--- src/rtl/stream_demux.sv ---
// Registered 1-to-2 stream demultiplexer with a one-entry holding register per channel.
// Define STREAM_DEMUX_CNT_EN to build the per-channel delivered-word counters.
module stream_demux #(
  parameter int WIDTH = 8,
  parameter int CNT_W = 8
) (
  input  logic             clk,
  input  logic             rst_n,
  input  logic [WIDTH-1:0] in_data,
  input  logic             in_sel,
  input  logic             in_valid,
  output logic             in_ready,
  output logic [WIDTH-1:0] out0_data,
  output logic             out0_valid,
  input  logic             out0_ready,
  output logic [WIDTH-1:0] out1_data,
  output logic             out1_valid,
  input  logic             out1_ready,
  output logic [CNT_W-1:0] cnt0,
  output logic [CNT_W-1:0] cnt1
);

  typedef enum logic {
    EMPTY = 1'b0,
    FULL  = 1'b1
  } ch_state_t;

  ch_state_t st0;
  ch_state_t st1;
  logic      load0;
  logic      load1;
  logic      take0;
  logic      take1;

  // Acceptance looks only at the selected channel, so a stalled channel never blocks the other.
  always_comb begin
    in_ready = in_sel ? ((st1 == EMPTY) || out1_ready)
                      : ((st0 == EMPTY) || out0_ready);
    load0    = in_valid && in_ready && !in_sel;
    load1    = in_valid && in_ready &&  in_sel;
    take0    = (st0 == FULL) && out0_ready;
    take1    = (st1 == FULL) && out1_ready;
  end

  assign out0_valid = (st0 == FULL);
  assign out1_valid = (st1 == FULL);

  always_ff @(posedge clk or negedge rst_n) begin
    if (!rst_n) begin
      st0       <= EMPTY;
      st1       <= EMPTY;
      out0_data <= '0;
      out1_data <= '0;
    end else begin
      case (st0)
        EMPTY: begin
          if (load0) begin
            st0       <= FULL;
            out0_data <= in_data;
          end
        end
        FULL: begin
          // A load while FULL implies out0_ready, i.e. a pass-through.
          if (load0) begin
            out0_data <= in_data;
          end else if (out0_ready) begin
            st0 <= EMPTY;
          end
        end
        default: st0 <= EMPTY;
      endcase

      case (st1)
        EMPTY: begin
          if (load1) begin
            st1       <= FULL;
            out1_data <= in_data;
          end
        end
        FULL: begin
          if (load1) begin
            out1_data <= in_data;
          end else if (out1_ready) begin
            st1 <= EMPTY;
          end
        end
        default: st1 <= EMPTY;
      endcase
    end
  end

`ifdef STREAM_DEMUX_CNT_EN
  logic [CNT_W-1:0] cnt0_q;
  logic [CNT_W-1:0] cnt1_q;

  always_ff @(posedge clk or negedge rst_n) begin
    if (!rst_n) begin
      cnt0_q <= '0;
      cnt1_q <= '0;
    end else begin
      if (take0) cnt0_q <= cnt0_q + 1'b1;
      if (take1) cnt1_q <= cnt1_q + 1'b1;
    end
  end

  assign cnt0 = cnt0_q;
  assign cnt1 = cnt1_q;
`else
  logic unused_take;
  assign unused_take = take0 ^ take1;
  assign cnt0 = '0;
  assign cnt1 = '0;
`endif

endmodule

--- config.mk ---
export PLATFORM = sky130hd
export DESIGN_NAME = stream_demux
export DESIGN_NICKNAME = d
export VERILOG_FILES = /design/src/rtl/stream_demux.sv
export SDC_FILE = /design/constraint.sdc
export NUM_CORES = 1
export LEC_CHECK = 0
export CORE_MARGIN = 2
export CORE_UTILIZATION = 38
export CTS_CLUSTER_DIAMETER = 80
export DETAILED_ROUTE_END_ITERATION = 16
export GPL_ROUTABILITY_DRIVEN = 0
export HOLD_SLACK_MARGIN = 0.15
export PLACE_DENSITY = 0.79
export RECOVER_POWER = 100
export SKIP_CTS_REPAIR_TIMING = 1
export SYNTH_ARGS = -nofsm -noshare
export SYNTH_HDL_FRONTEND = slang
export SYNTH_SLANG_ARGS = --single-unit
export TNS_END_PERCENT = 5
--- constraint.sdc ---
create_clock -name clk -period 1.3 [get_ports clk]
set_input_delay 0.13 -clock clk [delete_from_list [all_inputs] [get_ports clk]]
set_output_delay 0.13 -clock clk [all_outputs]
set_load 0.03 [all_outputs]
==> impl_metrics.toml <==
[status]
outcome = "complete, but fails checks"
violations = "setup timing"

[layout]
area_delta_synth_final_pct = 44.49
diodes = 0
postLayoutCellArea_um2 = 1296
utilization = 0.5860
drive_gt1_frac = 0.3069
nNetsFinal = 116

[sta]
fin_ws_ps = -160.7
finalSetupViolCount = 1
fmax_mhz = 684.6
worst_slew_pin_slew_ps = 923.5
rsz0062_at_grt = "true"
finalHoldViolCount = 0
slew_headroom = 0.3843
slew_violations = 0
skew_ps = 3.542
period_share = 1.124
finalCriticalPeriod_ps = 1461

[worst_setup_path]
critPathCaptureType = "output pin"
cp.required_ps = 1170
cp.arrival_ps = 1330
ff2ff_path_depth = 3
critPathKind = "reg2out"
cp_max_fo = 2
worstSetupStartpointType = "register"

[placed_design]
place_hpwl_mm = 1.236
portBuffers = 32
dpl-instance-area_um2 = 1220

[clocking]
cts_max_path_buffers = 2
clk_pin_slew_worst_paths_ps = 100
cts-root-buf = "clkbuf_4"
cts_tree = "done"
cts_sinks = 18
clk_latency_ps = 280
htree_levels = 1
numCtsBuffers = 3

[flow_run]
drv_cap = 0

[drt]
drc = 0
wl_mm = 1.517
post_drt_wl_per_cell_um = 11.76
via_count = 542
dr.first_iter.drc_count = 2
ant_nets = 0
vias_per_cell = 4.202
firstDrtPassIters = 2

[min_path]
hold_class = "in2async"

[pwr]
p_int_mw = 1.135
swShare = 0.3391
powerDensity_nw_per_um2 = 1325
power.switching_mw = 0.5822
clock_power_share = 0.192
p_leak_nw = 0.7486
comb_power_share = 0.396
power_mw = 1.717
pwr-share-seq = 0.412
peakVddDrop_mv = 0.6982

[grt]
grt_pass1_vias = 582
grt-ovfl-total = 0
grt_pass1_wl_mm = 2.546
grt_max_degree = 19
antenna_found_initial = 0
grt_usage = 0.1270

[floorplan]
die_h_um = 52.59
start_util = 0.4055
io_pins = 49
core_area_um2 = 2212
fp.dieW_um = 52.59
row_count = 17
dieArea_um2 = 2766

[yosys]
synth_top_area_frac = 0.5021
synth.most_common_cell = "dfrtp_1"
synth_edf_count = 0
synth_seq_area_share = 0.5021
ys_warn_count = 0
synth_area_per_cell_um2 = 14.47
synthCells = 62
synth_seq_cells = 18
synth_commonest_cells = "dfrtp_1 (18), buf_4 (16), mux2_2 (8), mux2_4 (8)"
synth.area.top_cells = "dfrtp_1 (50%), buf_4 (13%), mux2_4 (13%)"
syn_area_um2 = 897.1
synthDistinctLibCells = 14
synth_ff_type = "dfrtp_1"
yosys.area.top_type = "dfrtp_1"
async_flop_share = 1.000
cells in the final DEF, fill, tap and decap left out, drive strengths merged:
master / n
dfrtp: 18
nor2: 2
a21oi: 1
buf: 5
nand2b: 3
and2b: 1
nand2: 2
dlymetal6s2s: 18
clkbuf: 5
conb: 16
mux2: 16
nor2b: 1
clkdlybuf4s50: 13
cells by family after synthesis:
| group | Yosys count | synth area share |
|---|---|---|
| muxes | 16 | 0.2343 |
| AOI/OAI and AO/OA | 1 | 0.005573 |
| DFF | 18 | 0.5021 |
| and+or+nand+nor | 9 | 0.09764 |
| other | 1 | 0.004180 |
| buffers and inverters | 17 | 0.1562 |
final cells by class:
| cell class | instances | area (um2) |
|---|---|---|
| Fill cell | 188 | 915.9 |
| Sequential cell | 18 | 450.4 |
| Timing Repair Buffer | 37 | 412.9 |
| Multi-Input combinational cell | 42 | 361.6 |
| Clock buffer | 4 | 36.28 |
| Tap cell | 28 | 35.03 |
power by group through the flow:
stage / Clock (mW) / Combinational, mW / Sequential [mW]
after CTS: 0.349 / 0.705 / 0.714
after global placement: 0 / 0.695 / 0.720
after floorplan: 0 / 0.260 / 0.911
after global routing: 0.369 / 0.716 / 0.721
final: 0.329 / 0.680 / 0.707
after detailed placement: 0 / 0.704 / 0.723
layer usage:
metal  up-vias  track usage  share of wire
met5         -            0              0
met4         0      0.03846              0
met3         0      0.03429          0.094
met2        31       0.2188           0.49
met1       257       0.1536           0.41
li1        254            -              -
state kept, by name, indices dropped and copies added (netlist names):
signal / cells
out0_data: 8
out1_data: 8
out1_valid: 1
out0_valid: 1
path summary, 6_finish.rpt:
kind / slack (ps) / end / startpoint
setup / recovery: -160 / in_ready / out1_valid
hold / removal: 430 / out1_data[3] / rst_n
setup reg to reg: 40 / out1_data[1] / out1_valid
hold reg to reg: 510 / out1_data[5] / out1_data[5]
max in group asynchronous: 310 / out1_data[5] / rst_n
min in group clk: 480 / out0_data[2] / in_data[2]
worst max-delay path, stage by stage, from the launching register on:
cell	delay, ps
dfrtp_1	390
and2b_2	240
buf_4	150
a21oi_2	130
buf_6	140
stage by stage:
step | setup WS (ps) | setup TNS, ps | hold WS [ps] | std cells
after floorplan | -80.53 | -738.3 | -165.6 | 77
after CTS | -215.3 | -3240 | 165.5 | 129
after global placement | -191.8 | -2883 | 475.4 | 125
after detailed placement | -229.9 | -3436 | 483.8 | 125
final | -160.7 | -160.7 | 425.6 | 129
after global routing | -208.6 | -226.6 | 476.0 | 129
Note: power is estimated with default switching activity, not from simulation.
